==> src/rtl/inst_fetcher.sv <==
// Instruction fetch front end: owns the PC, issues word fetches, hands words to the decoder.
// Optional FETCH_PERF_EN adds fetch/flush event counters.
module inst_fetcher #(
    parameter logic [31:0] RESET_PC = 32'h0000_0000
) (
    input  logic        clk_in,
    input  logic        rst_in,
    input  logic        rdy_in,
    output logic        mem_req_valid,
    output logic [31:0] mem_req_addr,
    input  logic        mem_req_ready,
    input  logic        mem_resp_valid,
    input  logic [31:0] mem_resp_data,
    output logic [31:0] inst_out,
    output logic        inst_ready_out,
    output logic [31:0] inst_addr_out,
    output logic        clear_out,
    input  logic        stall_in,
    input  logic [31:0] next_pc_in,
    input  logic        flush_in,
    input  logic [31:0] flush_pc_in,
    input  logic        jalr_valid_in,
`ifdef FETCH_PERF_EN
    output logic [31:0] fetch_count_out,
    output logic [31:0] flush_count_out,
`endif
    input  logic [31:0] jalr_target_in
);

    typedef enum logic [2:0] {
        StReq,
        StWait,
        StDeliver,
        StHold,
        StDiscard
    } state_e;

    state_e      state_q, state_d;
    logic [31:0] pc_q, pc_d;
    logic [31:0] inst_q, inst_d;
    logic [31:0] inst_addr_q, inst_addr_d;
    logic        inst_ready_q, inst_ready_d;
    logic        clear_q, clear_d;
    logic        deliver_evt;

    always_comb begin
        state_d      = state_q;
        pc_d         = pc_q;
        inst_d       = inst_q;
        inst_addr_d  = inst_addr_q;
        inst_ready_d = inst_ready_q;
        clear_d      = 1'b0;
        deliver_evt  = 1'b0;

        if (flush_in) begin
            pc_d         = flush_pc_in & ~32'h3;
            clear_d      = 1'b1;
            inst_ready_d = 1'b0;
            // A request accepted or still unanswered leaves a response that must be drained.
            unique case (state_q)
                StReq:     state_d = mem_req_ready  ? StDiscard : StReq;
                StWait:    state_d = mem_resp_valid ? StReq : StDiscard;
                StDiscard: state_d = mem_resp_valid ? StReq : StDiscard;
                default:   state_d = StReq;
            endcase
        end else begin
            unique case (state_q)
                StReq: begin
                    if (mem_req_ready) state_d = StWait;
                end
                StWait: begin
                    if (mem_resp_valid) begin
                        inst_d       = mem_resp_data;
                        inst_addr_d  = pc_q;
                        inst_ready_d = 1'b1;
                        deliver_evt  = 1'b1;
                        state_d      = StDeliver;
                    end
                end
                StDeliver: begin
                    inst_ready_d = 1'b0;
                    if (stall_in) begin
                        state_d = StHold;
                    end else begin
                        pc_d    = next_pc_in & ~32'h3;
                        state_d = StReq;
                    end
                end
                StHold: begin
                    if (jalr_valid_in) begin
                        pc_d    = jalr_target_in & ~32'h3;
                        state_d = StReq;
                    end
                end
                StDiscard: begin
                    if (mem_resp_valid) state_d = StReq;
                end
                default: state_d = StReq;
            endcase
        end
    end

`ifdef FETCH_PERF_EN
    logic [31:0] fetch_cnt_q, fetch_cnt_d;
    logic [31:0] flush_cnt_q, flush_cnt_d;

    always_comb begin
        fetch_cnt_d = deliver_evt ? fetch_cnt_q + 32'd1 : fetch_cnt_q;
        flush_cnt_d = flush_in    ? flush_cnt_q + 32'd1 : flush_cnt_q;
    end

    always_ff @(posedge clk_in) begin
        if (!rst_in) begin
            fetch_cnt_q <= 32'd0;
            flush_cnt_q <= 32'd0;
        end else if (rdy_in) begin
            fetch_cnt_q <= fetch_cnt_d;
            flush_cnt_q <= flush_cnt_d;
        end
    end

    assign fetch_count_out = fetch_cnt_q;
    assign flush_count_out = flush_cnt_q;
`endif

    always_ff @(posedge clk_in) begin
        if (!rst_in) begin
            state_q      <= StReq;
            pc_q         <= RESET_PC & ~32'h3;
            inst_q       <= 32'd0;
            inst_addr_q  <= 32'd0;
            inst_ready_q <= 1'b0;
            clear_q      <= 1'b0;
        end else if (rdy_in) begin
            state_q      <= state_d;
            pc_q         <= pc_d;
            inst_q       <= inst_d;
            inst_addr_q  <= inst_addr_d;
            inst_ready_q <= inst_ready_d;
            clear_q      <= clear_d;
        end
    end

    assign mem_req_valid  = (state_q == StReq);
    assign mem_req_addr   = pc_q;
    assign inst_out       = inst_q;
    assign inst_addr_out  = inst_addr_q;
    assign inst_ready_out = inst_ready_q;
    assign clear_out      = clear_q;

endmodule

==> config.mk <==
export PLATFORM = sky130hd
export DESIGN_NAME = inst_fetcher
export DESIGN_NICKNAME = d
export VERILOG_FILES = /design/src/rtl/inst_fetcher.sv
export SDC_FILE = /design/constraint.sdc
export NUM_CORES = 1
export LEC_CHECK = 0
export BUFFER_PORTS_ARGS = -buffer_cell sky130_fd_sc_hd__buf_2
export CAP_MARGIN = 20
export CORE_UTILIZATION = 49
export CTS_CLUSTER_SIZE = 25
export DETAILED_ROUTE_END_ITERATION = 12
export HOLD_SLACK_MARGIN = 0.12
export PLACE_DENSITY = 0.93
export SLEW_MARGIN = 20
export SYNTH_ARGS = -nofsm -noshare
export SYNTH_HDL_FRONTEND = slang
export SYNTH_SLANG_ARGS = --single-unit
==> constraint.sdc <==
create_clock -name clk_in -period 2.2 [get_ports clk_in]
set_input_delay 0.44 -clock clk_in [delete_from_list [all_inputs] [get_ports clk_in]]
set_output_delay 0.44 -clock clk_in [all_outputs]
set_load 0.01 [all_outputs]
[Word level (Yosys, flattened, before mapping)]
Cells that the tools add are included.
Storage, ports and cells
  flip-flop bits (word level): 101
  input bits: 136
  word-level logic and storage cells: 42
Cells by class
  eq/ne operators: 9
  multiplexer cells: 18
  bitwise operators: 1
  reduce and logical (&&, ||, !) cells: 8
Operators by type and width (count)
  $mux W32: 3
  $pmux W32 S2: 1
  $mux W3: 7
  $pmux W3 S5: 1
  $ne A3 B3 Y1 const B: 4
  $reduce_and A4 Y1: 2
  $eq A3 B2 Y1 const B: 2
  $pmux W3 S2: 1
  $reduce_bool A3 Y1: 2
  $reduce_and A5 Y1: 1
  $eq A3 B1 Y1 const B: 1
  $eq A3 B3 Y1 const B: 1
  $logic_not A3 Y1: 1
  $mux W1: 3
  $ne A3 B1 Y1 const B: 1
  $reduce_and A3 Y1: 1
  $mux W2: 1
  $pmux W1 S2: 1
  $reduce_or A2 Y1: 1
  $not A1 Y1: 1

[Logic depth before layout (Yosys ltp)]
Gate-level depths: netlist (run 1).
  depth after elaboration: 4
  gate-level depth with buffers: 7

[Worst setup path after synthesis (run 1)]
Ideal clock, no wire load.
  kind: reg2reg
  from: reg state_q[1]
  to: reg pc_q[2], in the netlist mem_req_addr[2]
  setup time: 0.096 ns
  arrival time: 1.379 ns
  data required time: 2.104 ns
  setup slack: 0.725 ns
  cell stages (with the launch flop): 7
  path buffers: 2
  period minus slack after synthesis: 1.475 ns
  path through: dfxtp_1 > buf_2 > nand3b_2 > o31ai_2 > clkbuf_1 > o211ai_1 > o41ai_2
Between the ends
  cells in the longest elaborated chain, start to end: 3
Ends and longest elaborated chain
  start: declaration: RTL line 38  | state_e state_q, state_d;
  start signal: assignment: RTL line 128  | state_q <= StReq;
  start signal: assignment: RTL line 135  | state_q <= state_d;
  $eq A3 B2 Y1: RTL line 67  | unique case (state_q)
  $ne A3 B3 Y1 (no source line), or another cell as far along
  $reduce_and A4 Y1 (no source line) / $mux W32 (equally long branches)
  end signal: assignment: RTL line 129  | pc_q <= RESET_PC & ~32'h3;
  end signal: assignment: RTL line 136  | pc_q <= pc_d;
  end: declaration: RTL line 39  | logic [31:0] pc_q, pc_d;
Several ways; a longest one is shown, not always the timed one.
A chain may end at the register's enable or synchronous reset.

[Worst setup path in the final report (run 1)]
  from: reg state_q[0]
  to: reg pc_q[13], in the netlist mem_req_addr[13]
Same word-level chain as after synthesis.

==> impl_results.md, run 1 <==
- Initial Util: 50.3%
- Mapped Avg Cell Area: 8.65 µm²
- Slew HR: 60.5%
- Clk Tree Root Cell: clkbuf_8
- Leading cell type by number of instances after synthesis: nand2_1
- Clk_lat worst skew: 350 ps
- Syn-to-layout area delta: 28.7%
- Total GRT Usage: 26.9%
- Largest area contributor in the netlist: dfxtp_1
- Static leakage: 2.62 nW
- Clk slew on worst S/H paths: 100 ps
- Clock tree buffer depth: 2
- CP startpoint kind: flip-flop
- Setup TNS: 0 ps
- GR Overflow Total: 0
- Htree depth: 3
- Ant. Diodes: 0
- GPL Wtd Cong: 0.793
- CTS tree: done
- Most frequent cells after synthesis: nand2_1, dfxtp_1, a21boi_0, nor3_1
- Die width: 99.0 µm
- WL/cell: 15.7 µm
- Top cells by area, synth: dfxtp_1, o41ai_2, nand2_1
- DR vias/cell: 5.59
- Final worst-path cycle share: 82.0%
- Hold buffer count at cts: 0
- CP Capture Type: flip-flop
- Layout cells sized above 1: 39.7%
- Synth warn: 0
- Via count: 4708
- Run status: complete, no violations
- Core region area: 0.00915 mm²
- I/O Buffers: 224
- Drt total wl: 13200 µm
- Clock Sinks: 97
- Min-delay worst type: in2reg
- I/O Pins: 235
- Post-route minimum period: 1800 ps
- WP data required: 2440 ps
- FFs w/ async S/R, synth: 0%
- Worst path max stage delay: 500 ps
- Netlist Area Pre-Place: 0.00461 mm²
- Syn Inst Count: 533
- Register area: 0.00194 mm²
- First-pass GRT wire length: 21200 µm
- Initial DRC count: 208
- FF+latch count, synth: 97
- Crit path arrival time: 2050 ps
- Post-DP HPWL: 9430 µm
- Worst Tran Pin Value: 593 ps
- CP max stage cell: dfxtp_1
- # rows: 35
- RSZ-0062 raised after global routing: no
- Fillcell total: 749
- Fin. Hold Viols: 0
- Postcts setup bufs: 0
- Post-synth EDFFs: 0
- Dominant synthesized flop cell: dfxtp_1
- Die H: 99.0 µm
- Max-slew violations: 0
- Critical path class: reg2reg
- CTS buffer count: 9
- Vias in the first global route: 4562
- Post-synthesis cell type count: 34
- VDD IR max: 357 µV
- Worst path cell trace: nand2b_2 > a31oi_4 > or2_4 > o41ai_2
- Final number of setup-violating endpoints: 0
- Final #Nets: 863
- Fin Clk Skew: 16.2 ps
- Sequential area share after synthesis: 42.1%
- Detailed Routing Iterations Pass 1: 5
- Crit Path Max Fanout: 30
- Multi-input gate area: 0.00238 mm²
- Final instance area: 0.00593 mm²
- Initial antenna violation count: 0
- Pwr/cell area: 577 mW/mm²
- Die footprint: 0.00980 mm²
- Post-CTS sizing: 0
- Final antenna-violating net count: 0
- F_max: 554 MHz
- Max Cap Violations: 0
- Maximum number of pins on one net before global-route repair: 63
- Area share of the largest cell type after synthesis: 42.1%
- Dpl cell area: 0.00574 mm²
- Post-route DRC: 0
cell type report:
| type | count | share of cell area (%) |
|---|---|---|
| well taps | 111 | 2.34 |
| inverters | 5 | 0.317 |
| clock buffers | 10 | 2.15 |
| clock inverters | 5 | 0.971 |
| multi-input cells | 375 | 40.2 |
| repair buffers | 239 | 21.3 |
| flip-flops and latches | 97 | 32.7 |
metal layers:
| layer | vias up | GRT usage, % | part of all wire, % | routed length [µm] |
|---|---|---|---|---|
| li1 | 2268 | - | - | - |
| met3 | 23 | 5.11 | 6.5 | 864 |
| met4 | 0 | 9.87 | 1.8 | 238 |
| met2 | 215 | 49.8 | 52 | 6860 |
| met1 | 2202 | 30.5 | 40 | 5270 |
| met5 | - | 0 | 0 | 0 |
worst max-delay path, delay by kind of cell, from the launching register on:
| family | cells | cell delay (ps) |
|---|---|---|
| compound gates | 2 | 520 |
| flops | 1 | 500 |
| simple gates | 2 | 670 |
final timing paths:
kind | startpoint | to | slack [ps] | cells past startpoint
max | state_q[0] | mem_req_addr[13] | 400 | 4
min | mem_resp_data[19] | inst_out[19] | 320 | 3
max reg2reg | state_q[0] | mem_req_addr[13] | 400 | 4
min reg2reg | inst_out[19] | inst_out[19] | 460 | 2
state kept, by name, summed over array words and instances (netlist names):
register / flops
mem_req_addr: 30
clear_out: 1
state_q: 3
inst_addr_out: 30
inst_ready_out: 1
inst_out: 32
cells by family (layout without fill, tap and decap cells):
group	after synthesis	count (layout)	share of synthesized area, %
DFF	97	97	42.1
buffers and inverters	64	259	6.90
xor gates and xnor gates	1	1	0.190
AOI/OAI and AO/OA	164	164	30.9
muxes	4	4	0.869
other	1	4	0.0814
and+or+nand+nor	202	202	18.9
report_power, final:
group          switching (W)  internal, W
sequential         0.0000354      0.00180
clock               0.000605     0.000519
combinational       0.000255     0.000212
cells in the final DEF, fill, tap and decap left out, types with 2 or more instances in the layout:
master | netlist | layout
clkbuf_8 | 0 | 9
mux2i_1 | 4 | 4
nand2_1 | 128 | 128
o41ai_2 | 30 | 30
conb_1 | 1 | 4
o211ai_1 | 30 | 30
dfxtp_1 | 97 | 97
o21ai_0 | 33 | 33
a21boi_0 | 62 | 62
clkinvlp_4 | 0 | 3
buf_2 | 11 | 223
buf_4 | 11 | 14
nor2_1 | 2 | 2
nor3_1 | 62 | 61
inv_1 | 5 | 5
buf_12 | 0 | 2
nor2b_1 | 3 | 3
metrics by stage:
stage | total power (W) | utilization (%) | std cells | hold WS, ps | setup WS (ps)
detailed placement | 0.00234 | 62.8 | 827 | 453 | 376
CTS | 0.00344 | 64.8 | 842 | 319 | 400
floorplan | 0.00213 | - | 536 | 488 | 725
global placement | 0.00232 | 62.8 | 827 | 446 | 489
finish | 0.00342 | 64.8 | 842 | 324 | 396
global route | 0.00357 | 64.8 | 842 | 317 | 292
Note: power is estimated with default switching activity, not from simulation.
==> run 2: changes to the inputs <==
--- a/config.mk
+++ b/config.mk
@@ -7,11 +7,11 @@
 export LEC_CHECK = 0
 export BUFFER_PORTS_ARGS = -buffer_cell sky130_fd_sc_hd__buf_2
 export CAP_MARGIN = 20
-export CORE_UTILIZATION = 49
+export CORE_UTILIZATION = 41
 export CTS_CLUSTER_SIZE = 25
 export DETAILED_ROUTE_END_ITERATION = 12
 export HOLD_SLACK_MARGIN = 0.12
-export PLACE_DENSITY = 0.93
+export PLACE_DENSITY = 0.84
 export SLEW_MARGIN = 20
 export SYNTH_ARGS = -nofsm -noshare
 export SYNTH_HDL_FRONTEND = slang
==> constraint.sdc (replaced) <==
create_clock -name clk_in -period 1.5 [get_ports clk_in]
set_input_delay 0.3 -clock clk_in [delete_from_list [all_inputs] [get_ports clk_in]]
set_output_delay 0.3 -clock clk_in [all_outputs]
set_load 0.01 [all_outputs]
==> run 2 against run 1 <==
Compared with the run above:
- the run now ends with negative setup slack left
- non-clock buffer count up 44
- register-to-register slack got worse by 480 ps
- sequential power up 47%
- cell count is 8.8% higher
- hold slack worse by 170 ps
- die area rose by 19%
- flip-flop and latch count stayed put
- cell area is 16% higher
- first-iteration DRC count increased by 65%
- critical endpoint is now mem_req_addr[12]
- largest cell class unchanged
- highest routed layer unchanged
==> impl_results.md, run 2 (synthesis gave the netlist of run 1 again) <==
- Final #Nets: 907
- Core region area: 0.0109 mm²
- CTS buffer count: 9
- I/O Buffers: 224
- Register area: 0.00195 mm²
- Critical path class: reg2reg
- Post-DP HPWL: 9270 µm
- GR Overflow Total: 0
- Highest Signal Layer: met4
- CTS tree: done
- Vias in the first global route: 4450
- Min-delay worst type: in2reg
- Clock tree buffer depth: 2
- Hold depth: 3
- Most common cell after layout, fill and taps aside: buf_2
- Reg2reg start: state_q[0]
- Max Cap Violations: 0
- First-pass GRT wire length: 21700 µm
- F_max: 631 MHz
- Via count: 5065
- WL/cell: 18.0 µm
- Metal2 WL: 8230 µm
- DR vias/cell: 5.53
- RSZ-0062 raised after global routing: yes
- Max-slew violations: 0
- I/O Pins: 235
- CP max stage cell: dfxtp_4
- Post-route minimum period: 1590 ps
- Worst path cell trace: buf_6 > inv_4 > nor3_4 > buf_6 > nor3_1 > o41ai_2
- Syn-to-layout area delta: 48.9%
- Ant. Diodes: 0
- Worst Reg-to-Reg Cells: 6
- Post-Place Setup Slack: -117 ps
- Fin. Hold Viols: 0
- Clk Tree Root Cell: clkbuf_8
- Detailed Routing Iterations Pass 1: 5
- Layout cells sized above 1: 45.9%
- Run status: finished with violations
- Multi-input gate area: 0.00259 mm²
- # rows: 38
- CP Capture Type: flip-flop
- Die width: 108 µm
- Fillcell total: 909
- Drt total wl: 16500 µm
- Clk_lat worst skew: 370 ps
- VDD IR max: 583 µV
- Initial antenna violation count: 0
- Most frequent CP cell: buf_6
- Post-layout util: 63.0%
- Post-route DRC: 0
- Maximum number of pins on one net before global-route repair: 63
- Metal3 WL: 1400 µm
- RR Endpoint: mem_req_addr[12]
- Htree depth: 3
- Final instance area: 0.00686 mm²
- Final WS setup: -85.3 ps
- CP startpoint kind: flip-flop
- Die H: 108 µm
- Static leakage: 3.08 nW
- Dpl cell area: 0.00598 mm²
- Pwr/cell area: 791 mW/mm²
- Initial DRC count: 344
- Clock Sinks: 97
- Final number of setup-violating endpoints: 60
- GPL Wtd Cong: 0.794
- Fin Clk Skew: 14.3 ps
- Clk slew on worst S/H paths: 100 ps
- Hold path endpoint: inst_out[0]
- Commonest non-fill, non-tap cells in the layout: buf_2, nand2_1, dfxtp_1, a21boi_1, nor3_1
- Hold Path Origin: mem_resp_data[0]
- Failing checks: negative setup slack
- Total GRT Usage: 23.8%
- Initial Util: 42.3%
- Metal1 wirelength: 6530 µm
- Final antenna-violating net count: 0
- Max FFs per register: 32
- Hold buffer count at cts: 0
- R2r setup slk: -90 ps
- Crit Path Max Fanout: 15
- WP data required: 1770 ps
- Die footprint: 0.0117 mm²
- Worst path max stage delay: 400 ps
- Crit path arrival time: 1860 ps
- Final worst-path cycle share: 106%
## run 2: worst max-delay path: cells and delay by family (launching register included)
kind | cells | cell delay (ps)
DFF | 1 | 400
and+or+nand+nor | 2 | 360
buffers and inverters | 3 | 400
AOI/OAI and AO/OA | 1 | 320
## run 2: final cells by class
class / count / area share (%)
Inverter: 5 / 0.346
Clock inverter: 3 / 0.948
Multi-Input combinational cell: 375 / 37.8
Timing Repair Buffer: 283 / 27.9
Tap cell: 140 / 2.55
Clock buffer: 13 / 2.02
Sequential cell: 97 / 28.4
## run 2: repair_timing
item / CTS / global route
cloned: 3 / 11
endpoints found under the setup margin: 87 / 93
buffers inserted: 5 / 11
resized for setup: 28 / 102
pin swaps: 27 / 18
## run 2: worst max-delay path by stage
stage	startpoint	slack, ps	cells past startpoint	endpoint
floorplan	state_q[1]	20	6	mem_req_addr[2]
detailed placement	state_q[0]	-120	5	mem_req_addr[11]
global placement	state_q[2]	-40	5	mem_req_addr[18]
global route	state_q[0]	-160	6	mem_req_addr[21]
CTS	state_q[1]	-80	4	mem_req_valid
finish	state_q[0]	-90	6	mem_req_addr[12]
## run 2: stage by stage
stage          hold slack [ps]  cells  power, W  setup TNS (ps)
2_1_floorplan              390    536   0.00312               0
3_3_place_gp               447    872   0.00348            -736
3_5_place_dp               453    872   0.00349           -3180
4_1_cts                    156    896   0.00535            -229
5_1_grt                    148    916   0.00562           -7330
6_report                   159    916   0.00543           -1800
## run 2: metal layers
layer	global-route usage, %	vias to the layer above
met3	7.11	23
li1	-	2364
met1	28.8	2397
met5	0	-
met4	6.36	0
met2	40.7	281
## run 2: report_power, final
group / switching (W) / leakage [nW] / internal, W / total (W)
sequential: 0.0000515 / 0.788 / 0.00264 / 0.00269
combinational: 0.000457 / 2.19 / 0.000447 / 0.000903
clock: 0.000894 / 0.102 / 0.000942 / 0.00184
==> run 3: changes to the inputs <==
--- a/config.mk
+++ b/config.mk
@@ -7,11 +7,13 @@
 export LEC_CHECK = 0
 export BUFFER_PORTS_ARGS = -buffer_cell sky130_fd_sc_hd__buf_2
 export CAP_MARGIN = 20
-export CORE_UTILIZATION = 41
+export CORE_UTILIZATION = 46
+export CTS_BUF_LIST = sky130_fd_sc_hd__clkbuf_8 sky130_fd_sc_hd__clkbuf_16
 export CTS_CLUSTER_SIZE = 25
 export DETAILED_ROUTE_END_ITERATION = 12
 export HOLD_SLACK_MARGIN = 0.12
-export PLACE_DENSITY = 0.84
+export PLACE_DENSITY = 0.89
+export RECOVER_POWER = 100
 export SLEW_MARGIN = 20
 export SYNTH_ARGS = -nofsm -noshare
 export SYNTH_HDL_FRONTEND = slang
==> constraint.sdc (replaced) <==
create_clock -name clk_in -period 1.51 [get_ports clk_in]
set_input_delay 0.302 -clock clk_in [delete_from_list [all_inputs] [get_ports clk_in]]
set_output_delay 0.302 -clock clk_in [all_outputs]
set_load 0.01 [all_outputs]
==> run 3 against run 2 <==
Compared with the run above:
- critical path depth down 1
- count of clock-buffer cells in the layout down 2
- die area fell by 11%
- cell area shrank 6.4%
- largest cell class unchanged
- first-iteration DRC count down 35%
- critical endpoint is now mem_req_addr[27]
- register-to-register slack better by 60 ps
- global-route usage up 2.1 points
- total power is 3.2% lower
- the run still ends with negative setup slack left
- flip-flop and latch count is the same
==> impl_results.md, run 3 (synthesis gave the netlist of run 1 again) <==
- I/O Pins: 235
- First-pass GRT wire length: 21100 µm
- Via count: 4851
- Final number of setup-violating endpoints: 3
- Syn-to-layout area delta: 39.4%
- Post-route minimum period: 1540 ps
- Critical path class: reg2reg
- Failing checks: negative setup slack
- Fin Hold WS: 184 ps
- Ant. Diodes: 0
- Initial DRC count: 224
- CP startpoint: state_q[0]
- Overall power: 0.00525 W
- Final worst-path cycle share: 102%
- R2r setup slk: -30 ps
- Max-slew violations: 0
- Setup TNS: -50.8 ps
- Initial antenna violation count: 0
- CP startpoint kind: flip-flop
- VDD IR max: 522 µV
- Reg2reg start: state_q[0]
- Clk_lat worst skew: 350 ps
- Crit path arrival time: 1790 ps
- Fillcell total: 877
- CP Capture Type: flip-flop
- # rows: 36
- Die width: 102 µm
- Final WS setup: -28.9 ps
- CTS buffer count: 9
- RSZ-0062 raised after global routing: yes
- Max Cap Violations: 0
- Post-Place Setup Slack: -122 ps
- Post-route DRC: 0
- Crit Path Max Fanout: 7
- Worst Reg-to-Reg Cells: 5
- Layout cells sized above 1: 31.9%
- Commonest non-fill, non-tap cells in the layout: buf_2, nand2_1, dfxtp_1, clkbuf_1, nor3_1
- GR Overflow Total: 0
- Core region area: 0.00973 mm²
- Die footprint: 0.0104 mm²
- Post-DP HPWL: 9780 µm
- WL/cell: 16.2 µm
- Max FFs per register: 32
- Maximum number of pins on one net before global-route repair: 46
- Total GRT Usage: 25.9%
- Drt total wl: 14500 µm
- Critical Path End: mem_req_addr[27]
- F_max: 650 MHz
- Clock Sinks: 97
- CTS tree: done
- Hold buffer count at cts: 0
- Clk slew on worst S/H paths: 90 ps
- Fin Clk Skew: 8.31 ps
- Clock tree buffer depth: 2
- Die H: 102 µm
- Initial Util: 47.4%
- Final antenna-violating net count: 0
- I/O Buffers: 224
- GPL Wtd Cong: 0.816
- WP data required: 1770 ps
- Clk Tree Root Cell: clkbuf_8
- Detailed Routing Iterations Pass 1: 5
- Vias in the first global route: 4434
- DR vias/cell: 5.41
- Pwr/cell area: 817 mW/mm²
- Htree depth: 3
- Static leakage: 2.54 nW
- Run status: finished with violations
- Final #Nets: 895
- Min-delay worst type: in2reg
- Fin. Hold Viols: 0
- Most common cell after layout, fill and taps aside: buf_2
- RR Endpoint: mem_req_addr[27]
run 3: worst min-delay path by stage:
stage	start	cells past startpoint	to	slack [ps]
2_1_floorplan	rdy_in	1	inst_ready_out	390
4_1_cts	mem_resp_data[9]	3	inst_out[9]	170
3_5_place_dp	inst_addr_out[17]	2	inst_addr_out[17]	450
5_1_grt	mem_resp_data[12]	3	inst_out[12]	180
3_3_place_gp	inst_addr_out[19]	2	inst_addr_out[19]	450
6_report	mem_resp_data[30]	3	inst_out[30]	180
run 3: layout make-up:
class | count | area, µm² | share of cell area [%]
inverters | 5 | 18.8 | 0.292
flip-flops and latches | 97 | 1950 | 30.3
clock buffers | 11 | 151 | 2.36
well taps | 133 | 166 | 2.59
clock inverters | 5 | 61.3 | 0.954
repair buffers | 271 | 1550 | 24.2
multi-input cells | 375 | 2520 | 39.3
run 3: per-layer routing:
metal  wire length [µm]  track usage [%]  up-vias  part of all wire (%)
li1                   -                -     2343                     -
met1               5970             30.5     2249                    41
met2               7250             46.9      231                    50
met3                975             5.06       28                   6.7
met4                295             8.57        0                   2.0
met5                  0                0        -                     0
run 3: timing repair:
| item | in CTS | in global routing |
|---|---|---|
| pin swaps | 5 | 36 |
| setup buffers | 6 | 1 |
| gates cloned | 3 | 3 |
| gates resized for setup | 16 | 42 |
| endpoints found under the setup margin | 92 | 94 |
run 3: power by group:
group / leakage, nW / switching, W / total, W / internal [W]
Clock: 0.110 / 0.000911 / 0.00178 / 0.000870
Combinational: 1.65 / 0.000418 / 0.000795 / 0.000377
Sequential: 0.788 / 0.0000548 / 0.00267 / 0.00262
run 3: through the flow:
stage | util, % | instance area (µm²) | std cells
floorplan | - | 4620 | 536
global placement | 61.6 | 6000 | 869
detailed placement | 61.6 | 6000 | 869
CTS | 64.9 | 6320 | 894
global route | 66.0 | 6420 | 897
finish | 66.0 | 6420 | 897
run 3: worst max-delay path, stage by stage (launching register included):
cell	delay, ps
dfxtp_4	420
nand2b_4	160
a31oi_4	80
or2_4	330
clkbuf_16	190
o41ai_4	270
